`config.mk`:
```
export PLATFORM = sky130hd
export DESIGN_NAME = l1_refill_ctrl
export DESIGN_NICKNAME = d
export VERILOG_FILES = /design/src/rtl/l1_refill_ctrl.sv
export SDC_FILE = /design/constraint.sdc
export NUM_CORES = 1
export LEC_CHECK = 0
export CORE_ASPECT_RATIO = 1.25
export CORE_UTILIZATION = 31
export DETAILED_ROUTE_END_ITERATION = 7
export SLEW_MARGIN = 20
export SYNTH_ARGS = -nofsm -noshare
export SYNTH_HDL_FRONTEND = slang
export SYNTH_SLANG_ARGS = --single-unit
```
`constraint.sdc`:
```
create_clock -name clk -period 1.6 [get_ports clk]
set_clock_uncertainty 0.2 [all_clocks]
set_input_delay 0.32 -clock clk [delete_from_list [all_inputs] [get_ports clk]]
set_output_delay 0.32 -clock clk [all_outputs]
set_load 0.02 [all_outputs]
```
`src/rtl/l1_refill_ctrl.sv`:
```
// ---------------------------------------------------------------------------
// l1_refill_ctrl
//
// Miss handler between the CPU data port, a direct-mapped L1 data cache and
// backing memory. A read miss refills the whole line one word at a time
// through the cache fill interface. Stores are write-through / no-allocate:
// every store is forwarded to memory and the CPU waits until it is accepted.
// Only one memory transaction is in flight at any time.
//
// Optional feature macro: L1_REFILL_CRITICAL_WORD_FIRST_EN
//   defined   : refill starts at the word addressed by the CPU and wraps
//   undefined : refill always runs word 0 .. WORDS_PER_LINE-1
//
// Ports
//   clk, rst         clock, synchronous active-high reset
//   cpu_valid        CPU request present
//   cpu_we           1 = store, 0 = load
//   cpu_addr         word-aligned byte address
//   cpu_w_data       store data
//   cache_hit        L1 hit flag for cpu_addr
//   stall            freeze the CPU
//   fill_en          write fill_data into the cache at fill_addr
//   fill_addr        word address being filled
//   fill_data        fill word
//   fill_mark_valid  set tag/valid, only with the final word of the line
//   dram_rd_en       one-cycle read request pulse
//   dram_rd_addr     read word address
//   dram_rd_data     read data
//   dram_rd_valid    read data valid (at least one cycle after the request)
//   dram_wr_en       write request, held until accepted
//   dram_wr_addr     write address
//   dram_wr_data     write data
//   dram_wr_ready    write accepted when high together with dram_wr_en
// ---------------------------------------------------------------------------
module l1_refill_ctrl #(
  parameter int DATA_WIDTH = 32,
  parameter int ADDR_WIDTH = 32,
  parameter int LINE_SIZE  = 16
) (
  input  logic                  clk,
  input  logic                  rst,
  input  logic                  cpu_valid,
  input  logic                  cpu_we,
  input  logic [ADDR_WIDTH-1:0] cpu_addr,
  input  logic [DATA_WIDTH-1:0] cpu_w_data,
  input  logic                  cache_hit,
  output logic                  stall,
  output logic                  fill_en,
  output logic [ADDR_WIDTH-1:0] fill_addr,
  output logic [DATA_WIDTH-1:0] fill_data,
  output logic                  fill_mark_valid,
  output logic                  dram_rd_en,
  output logic [ADDR_WIDTH-1:0] dram_rd_addr,
  input  logic [DATA_WIDTH-1:0] dram_rd_data,
  input  logic                  dram_rd_valid,
  output logic                  dram_wr_en,
  output logic [ADDR_WIDTH-1:0] dram_wr_addr,
  output logic [DATA_WIDTH-1:0] dram_wr_data,
  input  logic                  dram_wr_ready
);

  localparam int BYTES_PER_WORD = DATA_WIDTH / 8;
  localparam int WORDS_PER_LINE = LINE_SIZE / BYTES_PER_WORD;
  localparam int OFFSET_BITS    = $clog2(LINE_SIZE);
  localparam int BYTE_BITS      = $clog2(BYTES_PER_WORD);
  localparam int IDX_BITS       = $clog2(WORDS_PER_LINE);
  localparam int TAG_BITS       = ADDR_WIDTH - OFFSET_BITS;

  typedef enum logic [2:0] {
    IDLE,
    RD_REQ,
    RD_WAIT,
    FILL,
    DONE,
    WR
  } state_t;

  state_t state, next_state;

  logic [TAG_BITS-1:0]   line_tag;
  logic [IDX_BITS-1:0]   word_cnt;
  logic [IDX_BITS-1:0]   start_idx;
  logic [IDX_BITS-1:0]   word_idx;
  logic [ADDR_WIDTH-1:0] cur_addr;
  logic                  last_word;
  logic [ADDR_WIDTH-1:0] fill_addr_q;
  logic [DATA_WIDTH-1:0] fill_data_q;
  logic                  fill_last_q;
  logic [ADDR_WIDTH-1:0] wr_addr_q;
  logic [DATA_WIDTH-1:0] wr_data_q;

  logic read_miss;
  logic store_req;

  // Offset bits of the CPU address are only partly consumed (and not at all
  // in the default build); collected here so they read as intentionally unused.
  logic unused_addr_bits;
  assign unused_addr_bits = ^cpu_addr[OFFSET_BITS-1:0];

  assign read_miss = cpu_valid & ~cpu_we & ~cache_hit;
  assign store_req = cpu_valid & cpu_we;

  // word_cnt counts fetched words; the index actually fetched is offset by
  // start_idx and wraps inside the line because it is only IDX_BITS wide.
  assign word_idx  = start_idx + word_cnt;
  assign cur_addr  = {line_tag, word_idx, {BYTE_BITS{1'b0}}};
  assign last_word = (word_cnt == IDX_BITS'(WORDS_PER_LINE - 1));

`ifdef L1_REFILL_CRITICAL_WORD_FIRST_EN
  logic [IDX_BITS-1:0] start_idx_q;

  always_ff @(posedge clk) begin
    if (rst) begin
      start_idx_q <= '0;
    end else if (state == IDLE && !store_req && read_miss) begin
      start_idx_q <= cpu_addr[OFFSET_BITS-1:BYTE_BITS];
    end
  end

  assign start_idx = start_idx_q;
`else
  assign start_idx = '0;
`endif

  always_ff @(posedge clk) begin
    if (rst) begin
      state       <= IDLE;
      line_tag    <= '0;
      word_cnt    <= '0;
      fill_addr_q <= '0;
      fill_data_q <= '0;
      fill_last_q <= 1'b0;
      wr_addr_q   <= '0;
      wr_data_q   <= '0;
    end else begin
      state <= next_state;
      case (state)
        IDLE: begin
          if (store_req) begin
            wr_addr_q <= cpu_addr;
            wr_data_q <= cpu_w_data;
          end else if (read_miss) begin
            line_tag <= cpu_addr[ADDR_WIDTH-1:OFFSET_BITS];
            word_cnt <= '0;
          end
        end
        RD_WAIT: begin
          if (dram_rd_valid) begin
            fill_addr_q <= cur_addr;
            fill_data_q <= dram_rd_data;
            fill_last_q <= last_word;
          end
        end
        FILL: begin
          if (!last_word) begin
            word_cnt <= word_cnt + 1'b1;
          end
        end
        default: begin
        end
      endcase
    end
  end

  always_comb begin
    next_state   = state;
    stall        = 1'b0;
    fill_en      = 1'b0;
    dram_rd_en   = 1'b0;
    dram_rd_addr = '0;
    dram_wr_en   = 1'b0;
    dram_wr_addr = '0;
    dram_wr_data = '0;
    case (state)
      IDLE: begin
        if (store_req) begin
          stall      = 1'b1;
          next_state = WR;
        end else if (read_miss) begin
          stall      = 1'b1;
          next_state = RD_REQ;
        end
      end
      RD_REQ: begin
        stall        = 1'b1;
        dram_rd_en   = 1'b1;
        dram_rd_addr = cur_addr;
        next_state   = RD_WAIT;
      end
      RD_WAIT: begin
        stall = 1'b1;
        if (dram_rd_valid) begin
          next_state = FILL;
        end
      end
      FILL: begin
        stall      = 1'b1;
        fill_en    = 1'b1;
        next_state = last_word ? DONE : RD_REQ;
      end
      WR: begin
        stall        = 1'b1;
        dram_wr_en   = 1'b1;
        dram_wr_addr = wr_addr_q;
        dram_wr_data = wr_data_q;
        if (dram_wr_ready) begin
          next_state = DONE;
        end
      end
      DONE: begin
        next_state = IDLE;
      end
      default: begin
        next_state = IDLE;
      end
    endcase
  end

  // The last-word flag is qualified by fill_en so the tag/valid update can
  // only coincide with the final fill write of a completed line.
  assign fill_addr       = fill_addr_q;
  assign fill_data       = fill_data_q;
  assign fill_mark_valid = fill_en & fill_last_q;

endmodule

```
==> results.env, run 1 <==
RUN_STATUS='finished, violations left'
FAILED_CHECKS='negative setup slack'
PWR-SHARE-SEQ_PCT=35.8
FLOORPLAN.DIE.WIDTH_UM=136
POSTSYNTHREGISTERBITS=160
CELLINTERNALPOWER_W=0.00834
OVERALL_OVERFLOW_REMAINING_AFTER_GLOBAL_ROUTE=0
VDD_DROP_MAX_V=0.000863
SYNTHARSTFLOPSHARE_PCT=0
PLACEMENTROWS=61
SYNTH_LARGEST_TYPE_AREA_FRACTION_PCT=45.8
FINAL_NET_COUNT=1241
WORST_SLEW_MARGIN_REL_PCT=63.5
SYNTH_LARGEST_AREA_CELL='dfxtp_1'
POST_SYNTHESIS_SEQUENTIAL_AREA_RATIO_PCT=45.8
TIMING.FINAL.CRIT_SHARE_PCT=138
CP-END-KIND='output port'
TRITONCTS_CLOCK_TREE='done'
SYNTH_CELL_TYPES=36
ARRIVAL_PS=1690
WL_PER_CELL_UM=17.4
POST_CTS_HOLD_BUFFER_COUNT=0
POWER.SHARE.CLOCK_PCT=31.9
WORSTPATHCELLLIST='and3b_2, buf_12, and2_2, clkdlybuf4s15_2'
CORE_REGION_AREA_UM2=22200
GRT_UTIL_ALL_LAYERS_PCT=20.2
TIMING.CRITICAL_PATH.FROM_TYPE='flop'
PLACE.GP.CONGESTION=0.776
DIEHEIGHT_UM=170
POST-SYNTH-TOP-COUNT-CELL='dfxtp_1'
HOLD_PATH_CLASS='in2reg'
TIMING.SETUP.CRITICAL_PATH_CLASS='reg2out'
SYNTH_COMMON_CELLS='160 x dfxtp_1, 156 x nand2_1, 95 x and2_1'
CTS.REPORTEDPATHS.CLKPINSLEW_PS=70
MAX-CLOCK-PATH-BUFFERS=2
SYN_AREA_PER_CELL_UM2=8.59
FINAL-MAX-SLEW-VIOLATION-COUNT=0
FIRSTDRTPASSITERS=5
BUFFER_PORTS.INSERTED=263
INITIAL_ANTENNA_VIOLATION_COUNT=0
ROUTE.FINAL.WIRE_LENGTH_MM=24.9
YOSYS_WARNINGS=0
NUM_IO_PINS=268
SYNTH_EDF_COUNT=0
AREA.GROWTH.SYNTH_TO_FINAL_PCT=76.9
SWITCHING_SHARE_PCT=33.6
FIRST_GLOBAL_VIAS=6701
SINKS_ON_CLOCK_NET=160
POSTROUTEANTENNANETS=0
PLACE.DETAILED.HPWL_MM=16.4
SYNTHESIS.AREA_UM2=7000
DETAIL_ROUTE.DRC_VIOLATIONS=0
HOLD_WS_PS=231
CPLARGESTDELAYFAMILY='buffers and inverters'
LAYOUT_MIN_CYCLE_TIME_PS=2210
LOGIC_PWR_SHARE_PCT=32.3
POWER_DENSITY_nW_PER_UM2=1010
GRT_MAX_DEGREE=36
INITIALDRTVIOLATIONCOUNT=348
TIMING.MAX_CAP.VIOLATIONS=0
SETUP_VIOL=250
P_LEAK_nW=5.61
SYNTHTOPCELLSBYAREA='dfxtp_1 46%, and2_1 8.5%, nand2_1 8.4%'
FMAX_MHz=453
SETUP_TNS_AFTER_FINAL_LAYOUT_PS=-74160
POWER_SWITCHING_W=0.00421
PROPORTION_OF_LAYOUT_CELLS_WITH_A_DRIVE_SUFFIX_ABOVE_1_PCT=34.0
WORST_SKEW_PAIR.LATE_LATENCY_PS=420
EFFECTIVE_UTILIZATION_AT_FLOORPLAN_PCT=31.5
CTS_INSERTED_BUFFERS=17
DETAIL_ROUTE.VIAS_PER_CELL=4.88
FINALHOLDVIOLCOUNT=0
FINAL.SETUP.WORST_SLACK_PS=-608
CP.BUFFERS_INVERTERS=2
ROUTE.VIAS.TOTAL=7000
GRT_SETUP_UNREPAIRED='yes'
CTS-HTREE-LEVELS=4
TIGHTEST_SLEW_PS=548
YS.FLOP_TYPE='dfxtp_1'
GRT_PASS1_WL_MM=36.1
WORST_PATH_LARGEST_CELL_DELAY_PS=340
ANTENNA_CELLS_INSERTED=0
CLK_ROOT_BUF='clkbuf_16'
CRIT_FANOUT=31
CP_SLOWEST_CELL='dfxtp_2'
POSTSYNTHCELLCOUNT=814
FLOORPLAN.DIE_AREA_UM2=23200
CRITICAL_PATH_REQUIRED_PS=1080
[layer usage]
layer / vias to the layer above / share of wire [%] / track usage (%)
li1: 3431 / - / -
met1: 3342 / 41 / 23.5
met2: 194 / 52 / 36.4
met3: 33 / 5.1 / 4.41
met4: 0 / 1.9 / 6.23
met5: - / 0 / 0
[worst min-delay path: stages]
cell             delay (ps)
clkdlybuf4s50_1         400
nand2_1                  60
a21oi_1                  50
[stage by stage]
stage | utilization [%] | std cells | total power (W) | setup WS [ps] | area, um2
after floorplan | - | 817 | 0.00618 | -114 | 7300
after global placement | 48.4 | 1378 | 0.00743 | -537 | 10700
after detailed placement | 48.4 | 1378 | 0.00744 | -565 | 10700
after CTS | 51.3 | 1413 | 0.0116 | -651 | 11400
after global routing | 55.7 | 1433 | 0.0131 | -674 | 12400
final | 55.7 | 1433 | 0.0125 | -608 | 12400
[kinds of logic after synthesis]
| group | after synthesis | share of synthesized area, % |
|---|---|---|
| AO/OA/AOI/OAI | 172 | 18.0 |
| buffers and inverters | 124 | 7.94 |
| XOR/XNOR | 1 | 0.125 |
| AND/OR/NAND/NOR | 327 | 23.9 |
| multiplexers | 28 | 4.01 |
| flip-flops | 160 | 45.8 |
| other | 1 | 0.0536 |
| adder cells (fa/ha/maj) | 1 | 0.179 |
[power by group through the flow]
stage	logic, W	registers (W)	clock network [W]
2_1_floorplan	0.00157	0.00461	0
5_1_grt	0.00431	0.00453	0.00426
3_5_place_dp	0.00286	0.00458	0
6_report	0.00405	0.00449	0.00400
3_3_place_gp	0.00285	0.00457	0
4_1_cts	0.00297	0.00449	0.00409
[final timing paths]
check | startpoint | end | slack (ps) | depth (start not counted)
worst min register to register | fill_data[21] | fill_data[21] | 250 | 2
worst min-delay path | dram_rd_data[11] | fill_data[11] | 230 | 3
worst max register to register | state[0] | line_tag[24] | -350 | 7
worst max-delay path | state[1] | dram_wr_addr[30] | -610 | 4
[layout by cell type, fill, tap and decap left out, types with 2 or more instances in the layout]
cell type / n
a21oi_1: 64
a21oi_2: 2
a311oi_1: 36
a31o_1: 65
and2_1: 8
and2_2: 24
and2_4: 63
and3_4: 2
buf_12: 18
buf_2: 7
buf_4: 93
buf_6: 36
buf_8: 2
clkbuf_16: 25
clkdlybuf4s15_2: 59
clkdlybuf4s50_1: 100
clkinv_4: 2
clkinv_8: 2
conb_1: 4
dfxtp_1: 157
dfxtp_2: 2
dlymetal6s2s_1: 58
inv_1: 36
inv_6: 7
inv_8: 2
mux2i_1: 28
nand2_1: 156
nand2b_1: 30
nor2b_1: 2
nor3_1: 2
nor4_2: 3
nor4_4: 25
or3_4: 5
[registers in the layout, summed over array words and instances, names as in the netlist]
register and count:
word_cnt 2, fill_last_q 1, wr_addr_q 32, line_tag 28
wr_data_q 32, fill_data 32, state 3, fill_addr 30
[layout make-up]
cell class	count	area, um2
timing repair buffer	383	4140
fill	1993	9830
inverter	38	144
multi-input combinational	537	3950
clock inverter	14	141
tap	283	354
sequential	160	3210
clock buffer	18	439
[repair_timing]
item / in CTS / in global routing
resized for setup: 346 / 197
pin swaps: 2 / 37
setup buffers: 2 / 8
endpoints found under the setup margin: 319 / 317
gates cloned: 1 / 15
(Power assumes the default switching activity.)
==> run 2, diff against run 1 <==
==> constraint.sdc (replaced) <==
create_clock -name clk -period 1.6 [get_ports clk]
set_clock_uncertainty 0.2 [all_clocks]
set_input_delay 0.24 -clock clk [delete_from_list [all_inputs] [get_ports clk]]
set_output_delay 0.24 -clock clk [all_outputs]
set_load 0.02 [all_outputs]
==> run 2 against run 1 <==
The flow still finishes with violations (negative setup slack). Die area stayed put. Critical path depth unchanged. Utilization is 0.77 points higher. Cell count down 1.5%. Design area up 1.4%. Routed wire length up 2.4%. Largest power group unchanged.
==> results.env, run 2 (synthesized netlist as in run 1, its figures left out) <==
RUN_STATUS='finished, violations left'
FAILED_CHECKS='negative setup slack'
SETUP_VIOL=258  # +3.2%
GRT_MAX_DEGREE=51  # +42%
PLACEMENTROWS=61  # unchanged
FMAX_MHz=469  # +3.6%
REG2REG_SLACK_PS=-420  # -70 ps
PLACE.GP.CONGESTION=0.776  # about the same
DIEHEIGHT_UM=170  # unchanged
FINAL-MAX-SLEW-VIOLATION-COUNT=0  # unchanged
CTS.REPORTEDPATHS.CLKPINSLEW_PS=60  # about the same
LAYOUTNONFILLERINSTCOUNT=1411  # -1.5%
GRT_UTIL_ALL_LAYERS_PCT=19.7  # -0.53 points
TRITONCTS_CLOCK_TREE='done'
WORST_SKEW_PAIR.LATE_LATENCY_PS=430  # about the same
DETAIL_ROUTE.VIAS_PER_CELL=4.90  # +0.25%
WORST_SLEW_MARGIN_REL_PCT=61.4  # -2.0 points
CORE_REGION_AREA_UM2=22200  # unchanged
TIMING.MAX_CAP.VIOLATIONS=0  # unchanged
GRT_PASS1_WL_MM=35.1  # -2.8%
VDD_DROP_MAX_V=0.000693  # -20%
CRIT_FANOUT=33  # +6.5%
CTS_INSERTED_BUFFERS=17  # unchanged
MOST-COMMON-LAYOUT-CELLS='157 x dfxtp_1, 101 x clkdlybuf4s50_1, 101 x buf_4, 96 x nand2_1, 71 x and2_4'
TIMING.CRITICAL_PATH.FROM_TYPE='flop'
CP-END-KIND='output port'
TIMING.FINAL.CRIT_SHARE_PCT=133  # -4.8 points
TIMING.SETUP.CRITICAL_PATH_CLASS='reg2out'
FIRST_GLOBAL_VIAS=6406  # -4.4%
FLOORPLAN.DIE_AREA_UM2=23200  # unchanged
HOLD_PATH_CLASS='in2reg'
INITIAL_ANTENNA_VIOLATION_COUNT=2  # +2
PROPORTION_OF_LAYOUT_CELLS_WITH_A_DRIVE_SUFFIX_ABOVE_1_PCT=40.8  # +6.8 points
MAX-CLOCK-PATH-BUFFERS=2  # unchanged
FINAL.SETUP.WORST_SLACK_PS=-531  # +76.8 ps
BUFFER_PORTS.INSERTED=263  # unchanged
DETAIL_ROUTE.DRC_VIOLATIONS=0  # unchanged
PLACE.DETAILED.HPWL_MM=15.8  # -4.1%
LAYOUT_MIN_CYCLE_TIME_PS=2130  # -76.8 ps
FLOORPLAN.DIE.WIDTH_UM=136  # unchanged
POST_CTS_HOLD_BUFFER_COUNT=0  # unchanged
DP.CELLS=1349  # -2.1%
POWER_DENSITY_nW_PER_UM2=1030  # +1.4%
INITIALDRTVIOLATIONCOUNT=273  # -22%
ARRIVAL_PS=1690  # about the same
CLK_ROOT_BUF='clkbuf_16'
OVERALL_OVERFLOW_REMAINING_AFTER_GLOBAL_ROUTE=0  # unchanged
AREA.GROWTH.SYNTH_TO_FINAL_PCT=79.3
POSTROUTEANTENNANETS=0  # unchanged
CRITICAL_PATH_REQUIRED_PS=1160  # +80 ps
FINAL_NET_COUNT=1217  # -1.9%
TIGHTEST_SLEW_PS=578  # +30.3 ps
ROUTE.VIAS.TOTAL=6910  # -1.3%
NUM_IO_PINS=268  # unchanged
LAYOUT.CORE_UTILIZATION_PCT=56.5  # +0.77 points
GRT_SETUP_UNREPAIRED='yes'
WL_PER_CELL_UM=18.1  # +4.0%
EFFECTIVE_UTILIZATION_AT_FLOORPLAN_PCT=31.5  # unchanged
ROUTE.FINAL.WIRE_LENGTH_MM=25.5  # +2.4%
FIRSTDRTPASSITERS=4  # -1
FINALHOLDVIOLCOUNT=0  # unchanged
LAYOUT.CELLS.MOST_COMMON='dfxtp_1'
CTS-HTREE-LEVELS=4  # unchanged
P_LEAK_nW=6.31  # +13%
SINKS_ON_CLOCK_NET=160  # unchanged
[run 2: final timing paths]
kind	cells past startpoint	from	endpoint
min reg2reg	2	fill_data[16]	fill_data[16]
max	4	state[1]	dram_wr_addr[16]
min	2	rst	fill_addr[22]
max reg2reg	6	state[0]	line_tag[17]
[run 2: layer usage]
metal	vias to the layer above	part of all wire (%)	GRT usage (%)	wire, um
li1	3385	-	-	-
met1	3287	42	24.5	10800
met2	205	49	31.6	12500
met3	33	6.4	6.37	1630
met4	0	2.2	6.71	556
met5	-	0	0	0
[run 2: critical path, cell delays in order, from the launching register on]
cell	delay, ps
dfxtp_2	340
and3b_2	310
buf_12	200
and2_4	160
clkdlybuf4s15_2	250
[run 2: area by class of cell]
type / count / area (um2)
fill: 1955 / 9660
tap: 283 / 354
clock buffer: 19 / 443
antenna: 2 / 5.00
sequential: 160 / 3210
inverter: 38 / 143
timing repair buffer: 360 / 3970
clock inverter: 13 / 141
multi-input combinational: 536 / 4280
[run 2: timing repair]
item / 4_1_cts / 5_1_grt
gates cloned: 1 / 19
gates resized for setup: 381 / 412
pin swaps: 0 / 115
endpoints found under the setup margin: 320 / 320
buffers inserted: 1 / 7
[run 2: power breakdown]
group / internal, W / switching (W)
registers: 0.00430 / 0.000198
clock network: 0.00225 / 0.00184
logic: 0.00218 / 0.00212
total: 0.00873 / 0.00417
[run 2: stage by stage]
stage                     cell area [um2]  hold WS (ps)  total power (W)  setup WS (ps)  TNS [ps]
after global placement              10500           241          0.00750           -503    -83460
after CTS                           11000          32.9           0.0117           -552    -92090
final                               12500          34.7           0.0129           -531    -82790
after detailed placement            10500           245          0.00751           -505    -85130
after global routing                12500          33.0           0.0134           -588    -97820
after floorplan                      7230           175          0.00611           -114     -6350
==> run 3, diff against run 2 <==
--- a/config.mk
+++ b/config.mk
@@ -5,9 +5,12 @@
 export SDC_FILE = /design/constraint.sdc
 export NUM_CORES = 1
 export LEC_CHECK = 0
+export CAP_MARGIN = 20
 export CORE_ASPECT_RATIO = 1.25
+export CORE_MARGIN = 4
 export CORE_UTILIZATION = 31
 export DETAILED_ROUTE_END_ITERATION = 7
+export MAX_ROUTING_LAYER = met4
 export SLEW_MARGIN = 20
 export SYNTH_ARGS = -nofsm -noshare
 export SYNTH_HDL_FRONTEND = slang
==> run 3 against run 2 <==
Die area rose by 8.1%. Sequential power barely moved. Fmax rose by 0.29%. Design area rose by 0.47%. Clock-buffer cell count fell by 1. The flow still finishes with violations (negative setup slack). Utilization rose by 0.26 points. Sequential share of layout area fell by 0.12 points. Total power rose by 0.80%. Non-clock buffer count rose by 20. Routed wire length rose by 8.2%. First-iteration DRC count rose by 32%. Global-route usage fell by 1.2 points.
==> results.env, run 3 (synthesized netlist as in run 1, its figures left out) <==
FIN_TOTAL_PWR_W=0.0130  # +0.80%
FINAL-MAX-SLEW-VIOLATION-COUNT=0  # unchanged
ARRIVAL_PS=1680  # about the same
WORST_SKEW_PAIR.LATE_LATENCY_PS=420  # about the same
GRT_SETUP_UNREPAIRED='yes'
OVERALL_OVERFLOW_REMAINING_AFTER_GLOBAL_ROUTE=0  # unchanged
P_LEAK_nW=5.88  # -6.8%
GRT_MAX_DEGREE=67  # +31%
FIRSTDRTPASSITERS=4  # unchanged
WORST_SLEW_MARGIN_REL_PCT=63.0  # +1.5 points
FLOORPLAN.DIE.WIDTH_UM=142  # +4.4%
TIMING.FINAL.CRIT_SHARE_PCT=133  # -0.38 points
MULTI_INPUT_COMB_AREA_UM2=3880  # -9.2%
LAYOUT_MIN_CYCLE_TIME_PS=2120  # -6.15 ps
BUFFER_PORTS.INSERTED=263  # unchanged
SINKS_ON_CLOCK_NET=160  # unchanged
LOGIC_PWR_SHARE_PCT=32.1  # -1.3 points
CTS.REPORTEDPATHS.CLKPINSLEW_PS=70  # about the same
MOST-COMMON-LAYOUT-CELLS='157 x dfxtp_1, 155 x nand2_1, 108 x buf_6, 101 x clkdlybuf4s50_1, 77 x and2_4'
CRITICAL_PATH_REQUIRED_PS=1160  # about the same
ROUTE.VIAS.TOTAL=7043  # +1.9%
HOLD_PATH_CLASS='in2reg'
SWITCHING_SHARE_PCT=32.3  # about the same
POST_CTS_HOLD_BUFFER_COUNT=0  # unchanged
NUM_IO_PINS=268  # unchanged
LAYOUTNONFILLERINSTCOUNT=1431  # +1.4%
FMAX_MHz=471  # +0.29%
PROPORTION_OF_LAYOUT_CELLS_WITH_A_DRIVE_SUFFIX_ABOVE_1_PCT=34.8  # -6.0 points
POSTROUTEANTENNANETS=0  # unchanged
RUN_STATUS='finished, violations left'
GRT_UTIL_ALL_LAYERS_PCT=18.4  # -1.2 points
CTS-HTREE-LEVELS=4  # unchanged
TIMING.MAX_CAP.VIOLATIONS=0  # unchanged
DP.CELLS=1344  # -0.37%
FAILED_CHECKS='negative setup slack'
PLACE.GP.CONGESTION=0.788  # +1.7%
CRIT_FANOUT=10  # -70%
CP-END-KIND='output port'
TIMING.SETUP.CRITICAL_PATH_CLASS='reg2out'
ROUTE.FINAL.WIRE_LENGTH_MM=27.6  # +8.2%
AREA.GROWTH.SYNTH_TO_FINAL_PCT=80.2
VDD_DROP_MAX_V=0.000703  # +1.4%
WL_PER_CELL_UM=19.3  # +6.7%
DIEHEIGHT_UM=176  # +3.5%
FINALHOLDVIOLCOUNT=0  # unchanged
TIGHTEST_SLEW_PS=556  # -22.6 ps
DETAIL_ROUTE.VIAS_PER_CELL=4.92  # +0.50%
EFFECTIVE_UTILIZATION_AT_FLOORPLAN_PCT=31.5  # unchanged
HOLD_WS_PS=39.2  # +4.49 ps
DETAIL_ROUTE.DRC_VIOLATIONS=0  # unchanged
LAYOUT.CELLS.MOST_COMMON='dfxtp_1'
FIRST_GLOBAL_VIAS=6311  # -1.5%
PLACEMENTROWS=61  # unchanged
MAX-CLOCK-PATH-BUFFERS=2  # unchanged
POWER.SHARE.CLOCK_PCT=33.3  # +1.6 points
CTS_INSERTED_BUFFERS=17  # unchanged
POWER_DENSITY_nW_PER_UM2=1030  # +0.33%
CLK_ROOT_BUF='clkbuf_16'
FINAL_NET_COUNT=1238  # +1.7%
CELLINTERNALPOWER_W=0.00880  # +0.82%
TIMING.CRITICAL_PATH.FROM_TYPE='flop'
FLOORPLAN.DIE_AREA_UM2=25000  # +8.1%
INITIAL_ANTENNA_VIOLATION_COUNT=1  # -1
INITIALDRTVIOLATIONCOUNT=360  # +32%
FINAL.SETUP.WORST_SLACK_PS=-525  # +6.15 ps
FILLER_CELLS_INSERTED=1934  # -1.1%
REG2REG_SLACK_PS=-490  # -70 ps
GRT_PASS1_WL_MM=35.7  # +1.6%
CORE_REGION_AREA_UM2=22200  # unchanged
POWER_SWITCHING_W=0.00420  # +0.77%
SEQUENTIAL_CELL_AREA_UM2=3210  # unchanged
SETUP_VIOL=258  # unchanged
PWR-SHARE-SEQ_PCT=34.6  # -0.3 points
TRITONCTS_CLOCK_TREE='done'
PLACE.DETAILED.HPWL_MM=16.4  # +4.2%
run 3: power by group through the flow:
| stage | Combinational [W] | Clock, W | Sequential (W) |
|---|---|---|---|
| 2_1_floorplan | 0.00150 | 0 | 0.00461 |
| 3_3_place_gp | 0.00270 | 0 | 0.00457 |
| 3_5_place_dp | 0.00271 | 0 | 0.00458 |
| 4_1_cts | 0.00279 | 0.00440 | 0.00449 |
| 5_1_grt | 0.00440 | 0.00458 | 0.00453 |
| 6_report | 0.00418 | 0.00432 | 0.00450 |
run 3: cell type report:
cell class | instances | area share, %
antenna | 1 | 0.0199
clock buffer | 18 | 3.48
clock inverter | 14 | 1.49
inverter | 38 | 1.13
multi-input combinational | 537 | 30.8
sequential | 160 | 25.5
tap | 283 | 2.81
timing repair buffer | 380 | 34.8
run 3: stage by stage:
step | worst slack, ps | cell area (um2) | TNS, ps | utilization, %
4_1_cts | -522 | 11200 | -87060 | 50.2
6_report | -525 | 12600 | -86310 | 56.8
2_1_floorplan | -114 | 7230 | -6350 | -
3_3_place_gp | -507 | 10400 | -93840 | 46.8
5_1_grt | -584 | 12600 | -99740 | 56.8
3_5_place_dp | -488 | 10400 | -94790 | 46.8
run 3: worst paths after layout:
kind            startpoint         endpoint  depth (start not counted)
min                    rst    fill_addr[23]                          2
max reg2reg       state[1]     line_tag[22]                          7
min reg2reg  fill_data[18]    fill_data[18]                          2
max               state[1]  dram_wr_data[2]                          5
run 3: critical path, stage by stage, from the launching register on:
cell and delay (ps):
dfxtp_2 340, and3b_2 310, buf_12 180, buf_16 140
and2_1 160, buf_6 120
run 3: layer usage:
layer,up-vias,GRT usage [%],part of all wire [%]
met5,-,-,0
met4,0,4.24,1.6
met3,28,5.42,6.5
met2,212,28.7,51
met1,3382,23.8,41
li1,3421,-,-
run 3: what timing repair did:
| action | in CTS | in global routing |
|---|---|---|
| buffers inserted | 2 | 23 |
| pin swaps | 11 | 59 |
| gates resized for setup | 515 | 251 |
| endpoints found under the setup margin | 319 | 320 |
| cloned | 3 | 26 |
